==> config.mk <==
export PLATFORM = sky130hd
export DESIGN_NAME = uart_rx_deframer
export DESIGN_NICKNAME = d
export VERILOG_FILES = /design/src/rtl/uart_pkg.sv /design/src/rtl/uart_sync_fifo.sv /design/src/rtl/uart_rx_deframer.sv
export SDC_FILE = /design/constraint.sdc
export NUM_CORES = 1
export LEC_CHECK = 0
export ABC_CLOCK_PERIOD_IN_PS = 2900
export BUFFER_PORTS_ARGS = -buffer_cell sky130_fd_sc_hd__buf_4
export CORE_UTILIZATION = 58
export CTS_BUF_LIST = sky130_fd_sc_hd__clkbuf_8
export CTS_CLUSTER_DIAMETER = 100
export DETAILED_ROUTE_END_ITERATION = 6
export PLACE_DENSITY = 0.81
export SLEW_MARGIN = 20
export SYNTH_ARGS = -nofsm -noshare
export SYNTH_HDL_FRONTEND = slang
export SYNTH_SLANG_ARGS = --single-unit
export TNS_END_PERCENT = 5
==> constraint.sdc <==
create_clock -name io_axiClk -period 2.9 [get_ports io_axiClk]
set_clock_uncertainty 0.15 [all_clocks]
set_input_delay 0.145 -clock io_axiClk [delete_from_list [all_inputs] [get_ports io_axiClk]]
set_output_delay 0.145 -clock io_axiClk [all_outputs]
set_load 0.05 [all_outputs]
==> src/rtl/uart_pkg.sv <==
// Shared types and constants for the UART receive path.
package uart_pkg;

   typedef enum logic [2:0] {IDLE, START, DATA, PARITY, STOP, BREAK} rx_state_t;
   typedef enum logic [1:0] {PAR_NONE, PAR_ODD, PAR_EVEN} parity_e;

   localparam int OVERSAMPLE = 16;
   localparam int MAJ_LO     = 7;
   localparam int MAJ_HI     = 9;

   function automatic logic majority3(input logic a, input logic b, input logic c);
      return (a & b) | (a & c) | (b & c);
   endfunction

endpackage

==> src/rtl/uart_sync_fifo.sv <==
// First-word fall-through receive FIFO; a pop on empty leaves data_o at the last popped word.
module uart_sync_fifo #(
   parameter int WIDTH = 8,
   parameter int DEPTH = 8
) (
   input  logic                     clk_i,
   input  logic                     rst_ni,
   input  logic                     push_i,
   input  logic [WIDTH-1:0]         data_i,
   input  logic                     pop_i,
   output logic [WIDTH-1:0]         data_o,
   output logic                     full_o,
   output logic                     empty_o,
   output logic [$clog2(DEPTH):0]   level_o
);

   localparam int AW    = $clog2(DEPTH);
   localparam int LVL_W = AW + 1;

   logic [WIDTH-1:0] mem_q [DEPTH];
   logic [WIDTH-1:0] last_q;
   logic [AW-1:0]    wr_q, rd_q;
   logic [LVL_W-1:0] count_q;
   logic             do_push, do_pop;

   assign empty_o = (count_q == '0);
   assign full_o  = (count_q == LVL_W'(DEPTH));
   assign level_o = count_q;
   assign do_pop  = pop_i & ~empty_o;
   // A push at full is only accepted when a pop frees the head slot in the same cycle.
   assign do_push = push_i & (~full_o | do_pop);
   assign data_o  = empty_o ? last_q : mem_q[rd_q];

   always_ff @(posedge clk_i or negedge rst_ni) begin
      if (!rst_ni) begin
         for (int i = 0; i < DEPTH; i++) mem_q[i] <= '0;
         last_q  <= '0;
         wr_q    <= '0;
         rd_q    <= '0;
         count_q <= '0;
      end else begin
         if (do_push) begin
            mem_q[wr_q] <= data_i;
            wr_q        <= wr_q + 1'b1;
         end
         if (do_pop) begin
            last_q <= mem_q[rd_q];
            rd_q   <= rd_q + 1'b1;
         end
         count_q <= count_q + LVL_W'(do_push) - LVL_W'(do_pop);
      end
   end

endmodule

==> src/rtl/uart_rx_deframer.sv <==
// 16x oversampling UART receiver with majority voting, parity/framing checks and a FWFT FIFO.
//
// state  | meaning
// IDLE   | line idle, waiting for a falling edge on rxd_s
// START  | validating the start bit, glitches fall back to IDLE
// DATA   | shifting payload bits LSB first
// PARITY | sampling the parity bit and recording a mismatch
// STOP   | sampling the stop bit, push or report the error
// BREAK  | after a framing error, waiting for 16 ticks of idle line
module uart_rx_deframer #(
   parameter int CLK_DIV    = 27,
   parameter int DATA_BITS  = 8,
   parameter int PARITY     = 0,
   parameter int FIFO_DEPTH = 8
) (
   input  logic                          io_axiClk,
   input  logic                          io_asyncResetn,
   input  logic                          io_uart_rxd,
   output logic [DATA_BITS-1:0]          rx_data,
   output logic                          rx_valid,
   input  logic                          rx_ready,
   output logic                          rx_frame_err,
   output logic                          rx_parity_err,
   output logic                          rx_overrun,
   output logic [$clog2(FIFO_DEPTH):0]   fifo_level
);
   import uart_pkg::*;

   localparam int DIV_W = (CLK_DIV > 1) ? $clog2(CLK_DIV) : 1;

   rx_state_t              state_q;
   logic                   sync1_q, rxd_s_q, rxd_prev_q;
   logic [DIV_W-1:0]       div_q;
   logic [3:0]             samp_q;
   logic [3:0]             bit_q;
   logic                   s7_q, s8_q;
   logic [DATA_BITS-1:0]   shift_q, push_data_q;
   logic                   par_bad_q, push_q;
   logic                   frame_err_q, parity_err_q, overrun_q;
   logic                   tick, at_mid, at_end, fall, maj, exp_par;
   logic                   fifo_full, fifo_empty;

   assign tick    = (state_q != IDLE) && (div_q == DIV_W'(CLK_DIV - 1));
   assign at_mid  = tick && (samp_q == 4'(MAJ_HI));
   assign at_end  = tick && (samp_q == 4'(OVERSAMPLE - 1));
   assign fall    = rxd_prev_q & ~rxd_s_q;
   assign maj     = majority3(s7_q, s8_q, rxd_s_q);
   assign exp_par = (PARITY == int'(PAR_ODD)) ? ~(^shift_q) : (^shift_q);

   always_ff @(posedge io_axiClk or negedge io_asyncResetn) begin
      if (!io_asyncResetn) begin
         state_q      <= IDLE;
         sync1_q      <= 1'b1;
         rxd_s_q      <= 1'b1;
         rxd_prev_q   <= 1'b1;
         div_q        <= '0;
         samp_q       <= '0;
         bit_q        <= '0;
         s7_q         <= 1'b1;
         s8_q         <= 1'b1;
         shift_q      <= '0;
         push_data_q  <= '0;
         par_bad_q    <= 1'b0;
         push_q       <= 1'b0;
         frame_err_q  <= 1'b0;
         parity_err_q <= 1'b0;
         overrun_q    <= 1'b0;
      end else begin
         sync1_q      <= io_uart_rxd;
         rxd_s_q      <= sync1_q;
         rxd_prev_q   <= rxd_s_q;
         push_q       <= 1'b0;
         frame_err_q  <= 1'b0;
         parity_err_q <= 1'b0;
         overrun_q    <= push_q & fifo_full & ~rx_ready;

         if (state_q == IDLE || tick) div_q <= '0;
         else                         div_q <= div_q + 1'b1;

         if (tick) begin
            samp_q <= samp_q + 1'b1;
            if (samp_q == 4'(MAJ_LO))     s7_q <= rxd_s_q;
            if (samp_q == 4'(MAJ_LO + 1)) s8_q <= rxd_s_q;
         end

         case (state_q)
            IDLE: begin
               if (fall) begin
                  state_q   <= START;
                  samp_q    <= '0;
                  bit_q     <= '0;
                  par_bad_q <= 1'b0;
               end
            end
            START: begin
               if (at_mid && maj) state_q <= IDLE;
               else if (at_end)   state_q <= DATA;
            end
            DATA: begin
               if (at_mid) shift_q <= {maj, shift_q[DATA_BITS-1:1]};
               if (at_end) begin
                  if (bit_q == 4'(DATA_BITS - 1))
                     state_q <= (PARITY == 0) ? STOP : uart_pkg::PARITY;
                  else
                     bit_q <= bit_q + 1'b1;
               end
            end
            uart_pkg::PARITY: begin
               if (at_mid) par_bad_q <= (maj != exp_par);
               if (at_end) state_q <= STOP;
            end
            STOP: begin
               if (at_mid) begin
                  if (!maj) begin
                     frame_err_q <= 1'b1;
                     samp_q      <= '0;
                     state_q     <= BREAK;
                  end else if (par_bad_q) begin
                     parity_err_q <= 1'b1;
                     state_q      <= IDLE;
                  end else begin
                     push_q      <= 1'b1;
                     push_data_q <= shift_q;
                     state_q     <= IDLE;
                  end
               end
            end
            BREAK: begin
               // samp_q doubles as the run length of consecutive high ticks.
               if (tick) begin
                  if (!rxd_s_q)                              samp_q  <= '0;
                  else if (samp_q == 4'(OVERSAMPLE - 1))     state_q <= IDLE;
               end
            end
            default: state_q <= IDLE;
         endcase
      end
   end

   uart_sync_fifo #(
      .WIDTH (DATA_BITS),
      .DEPTH (FIFO_DEPTH)
   ) u_fifo (
      .clk_i   (io_axiClk),
      .rst_ni  (io_asyncResetn),
      .push_i  (push_q),
      .data_i  (push_data_q),
      .pop_i   (rx_ready),
      .data_o  (rx_data),
      .full_o  (fifo_full),
      .empty_o (fifo_empty),
      .level_o (fifo_level)
   );

   assign rx_valid      = ~fifo_empty;
   assign rx_frame_err  = frame_err_q;
   assign rx_parity_err = parity_err_q;
   assign rx_overrun    = overrun_q;

endmodule

==> results <==
- The flow ran to the end, and the final reports show no timing, DRC or antenna violations.
- In the post-synthesis netlist, the biggest area contributors are dfrtp_1 (51%), mux2_2 (16%), mux4_2 (6.1%).
- After floorplanning, the core was sized to cover 0.00982 sq mm.
- Of the post-synthesis cell area, the dominant cell type holds 0.505.
- Once placement completed, the tool counted placed cells totaling around 590.
- The full die area is 0.0106 sq mm.
- The top fanout value on the critical path is 8.
- The leakage power of the design is ~0.0032 uW.
- For this design the ratio of total power to cell area is 696 mW/mm^2.
- For this run, the detailed router's first-pass iteration total came to 4.
- The worst slack on hold paths is 0.169 ns.
- The length of routed met3 wiring is 330 um.
- Setup repair after global routing left no endpoint under its margin.
- The met1 routed wirelength after detailed routing is approximately 4.9 mm.
- Measured against its own limit, the worst slew margin works out to 0.283.
- Of the cells placed in the final design, the portion with a size suffix greater than 1 is 0.377.
- The clock drives 124 sinks.
- The worst setup path is captured at a flip-flop.
- When the netlist entered floorplanning its net count stood at 462.
- The critical path crosses 9 cells after its start point.
- Summed over all layers, the global routing overflow is 0.
- The repair_antennas step left the layout with diodes totalling 0.
- Averaged over all synthesized cells, the footprint is 13.3 sq um.
- The number of clock buffers added by TritonCTS is 17.
- The sequential cell area fraction in the yosys report is 0.527.
- The global-route usage over all layers is 0.230.
- The signal on the critical path passes through inv_2, ha_1, or3b_2, o21ai_2, inv_2, ha_1, inv_1, fa_1, inv_1.
- The largest voltage drop on the vdd net is roughly 0.00043 V.
- The yosys synthesis warning count is 0.
- The max-slew violation total from the final report is 0.
- The average wire length per cell after detail routing is 17.5 um.
- The cell family contributing the most delay on the critical path is adder cells.
- Setup violations remaining at the end of the flow were counted as 0.
- The critical path in this run is classified as reg -> reg.
- The number of distinct library cells after synthesis is 58.
- The number of global-route vias before repair is 3639.
- The number of hold violations in the final report is 0.
- For this block, the via count after detailed routing is 3564.
- Compared with the post-synthesis result, the final layout area differs by 12.8%.
- The clock-pin transition on the worst setup and hold timing paths is 0.07 ns.
- Measured in cells, the most critical reg-to-reg path has a length of 9.
- Yosys mapped a number of flops with a built-in enable equal to 0.
- After synthesis the cells add up to 0.00589 sq mm.
- In the routed design, unresolved DRC markers number 0.
- The type of the most critical hold path is in -> async.
- The aggregate routed wire length is 10.9 mm.
- Summed over all instances, the cell type with the most area after synthesis is dfrtp_1.
- The number of max-cap violations is 0.
- STA classifies the critical path startpoint as a flip-flop.
- The highest signal layer in the routed design is met4.
- The first global-routing pass estimated about 18 mm of wire.
- The number of instances resized during post-cts repair is 0.
- The cell area after placement is around 0.0062 sq mm.
- The prevailing post-synth register cell is dfrtp_1.
- The maximum cell stage delay along the critical path is about 0.47 ns.
- The post-detailed-placement half-perimeter wirelength is roughly 7.4 mm.
- The post-route fraction of the period consumed by the critical path is 0.911.
- The highest clock rate is 0.379 GHz.
- In this run the core area contains 36 standard-cell rows.
- The final critical delay including setup and external delays is 2.64 ns.
- The cell chosen for the clock root is clkbuf_8.
- The routed design uses ~5.6 mm of met2 wire.
- The longest clock path from root to sink contains 2 buffers.
- The data arrival time of the worst path is 2.86 ns.
- The CTS tree is done.
- CTS built an H-tree with a depth of 4.
- With fillers left out, the area of the finished cells amounts to 0.00665 sq mm.
- The slew at the pin closest to its max-slew limit is 1.07 ns.
- After detailed routing, the number of vias per cell comes to 5.74.
- After filler insertion, the fill cell instance count of the layout stands at around 710.
- The number of antenna violations at the first check in global routing came to 0.
- The initial utilization of the core area, before any placement, comes to 0.600.
- The final weighted congestion in routability-driven placement is 0.945.
- The number of instances in the synthesized netlist is 443.
- The critical path contains buffers and inverters numbering 4 combined.
- For this design the top-level I/O count stands at 20.
- The number of nets at the end of the flow is 494.
- The synthesized design contains approximately 120 register bits.
- The maximum number of pins on one net before global-route repair is 61.
- The finished layout holds 621 standard cells, fillers aside.
- The violation count after the first detailed-routing iteration is between 100 and 150.
- The floorplan step set the die width to approximately 100 um.
- In this run the tool buffered the top-level ports with 19 buffer cells.
- In the synthesized netlist the async set-or-reset flop fraction comes to 1.00.
- At the worst endpoint, the required time is about 3.1 ns.
- The slowest stage of the critical path is the or3b_2 cell.
- The die boundary height is 103 um.
- Clock latency on the worst-skew pair, taken at its later pin, is ~0.43 ns.
- The number of nets with antenna violations after detailed routing is 0.
[metal layers]
metal  GRT usage  vias to the layer above
met5           0                        -
met4      0.0878                        0
met3      0.0508                       11
met2       0.391                       68
met1       0.289                     1825
li1            -                     1660
[cell type report]
class / count / area (sq um) / share of cell area
clock buffers: 19 / 262 / 0.0393
multi-input cells: 284 / 2650 / 0.399
flip-flops and latches: 124 / 3110 / 0.468
clock inverters: 13 / 150 / 0.0226
inverters: 17 / 63.8 / 0.00960
repair buffers: 31 / 240 / 0.0361
well taps: 133 / 166 / 0.0250
[layout by cell type, fill, tap and decap left out, types with 2 or more instances in the layout]
master,count
clkinv_2,4
nand2b_1,3
or3b_2,3
a21o_1,2
dfrtp_1,117
clkbuf_8,19
clkinv_4,2
nor3b_1,6
nand3_1,8
bufinv_16,3
clkinvlp_4,2
o21ai_0,4
nor2_1,27
inv_2,3
nor4_1,2
nand4b_2,2
a31oi_1,2
mux4_2,16
nor3_1,5
o31ai_1,2
ha_1,14
o32ai_1,2
buf_4,28
inv_1,16
nor2b_1,2
dfstp_2,5
dlygate4sd3_1,3
o211a_1,2
mux2_2,84
nand3b_1,2
a21oi_1,22
dfrtp_2,2
xnor2_1,12
xor2_1,5
nand2_1,17
mux2i_1,12
[registers in the layout (all words and copies together) (netlist names), 3 cells and up]
signal and count:
bit_q 4, div_q 5, push_data_q 8, samp_q 4, shift_q 8, state_q 3
u_fifo.last_q 8, u_fifo.level_o 4, u_fifo.mem_q 64, u_fifo.rd_q 3, u_fifo.wr_q 3
[worst paths after layout]
check / from / end / slack, ns
hold / removal: io_asyncResetn / u_fifo.level_o[1]$_DFF_PN0_ / 0.17
hold reg to reg: sync1_q$_DFF_PN1_ / rxd_s_q$_DFF_PN1_ / 0.21
setup / recovery: u_fifo.level_o[2]$_DFF_PN0_ / u_fifo.level_o[1]$_DFF_PN0_ / 0.26
setup reg to reg: u_fifo.level_o[2]$_DFF_PN0_ / u_fifo.level_o[1]$_DFF_PN0_ / 0.26
max in group asynchronous: io_asyncResetn / push_data_q[4]$_DFFE_PN0P_ / 1.57
min in group io_axiClk: sync1_q$_DFF_PN1_ / rxd_s_q$_DFF_PN1_ / 0.21
[synthesized netlist by cell type (6+ instances only)]
master    number
ha_1          14
inv_1         15
mux2i_1       12
clkbuf_1      11
xnor2_1       12
mux2_2        84
nor2_1        27
dfrtp_1      119
nand2_1       17
mux4_2        16
a21oi_1       23
nand3_1        8
nor3b_1        6
[stage by stage]
step | power [uW] | worst slack [ns] | TNS, ns | utilization
6_report | 4630 | 0.259 | 0 | 0.677
5_1_grt | 4870 | 0.109 | 0 | 0.677
4_1_cts | 4680 | 0.284 | 0 | 0.676
3_5_place_dp | 3110 | 0.311 | 0 | 0.631
3_3_place_gp | 3080 | 0.351 | 0 | 0.631
2_1_floorplan | 2830 | -0.0405 | -0.360 | -
[where the power goes]
| group | internal [uW] | switching (uW) |
|---|---|---|
| clock network | 885 | 664 |
| logic | 424 | 604 |
| registers | 1860 | 189 |
| total | 3170 | 1460 |
[cell families after synthesis]
family          count (synthesis)  share of synthesized area
mux                           112                      0.242
buf+inv                        35                     0.0244
compound gates                 43                     0.0450
flops                         124                      0.527
fa+ha+maj                      16                     0.0348
xor+xnor                       18                     0.0291
simple gates                   95                     0.0972
[timing repair]
item | 4_1_cts | 5_1_grt
hold buffers | 3 | 0
setup buffers | 0 | 0
endpoints found under the hold margin | 59 | 0
No activity file was read; power rests on OpenSTA's default activity.
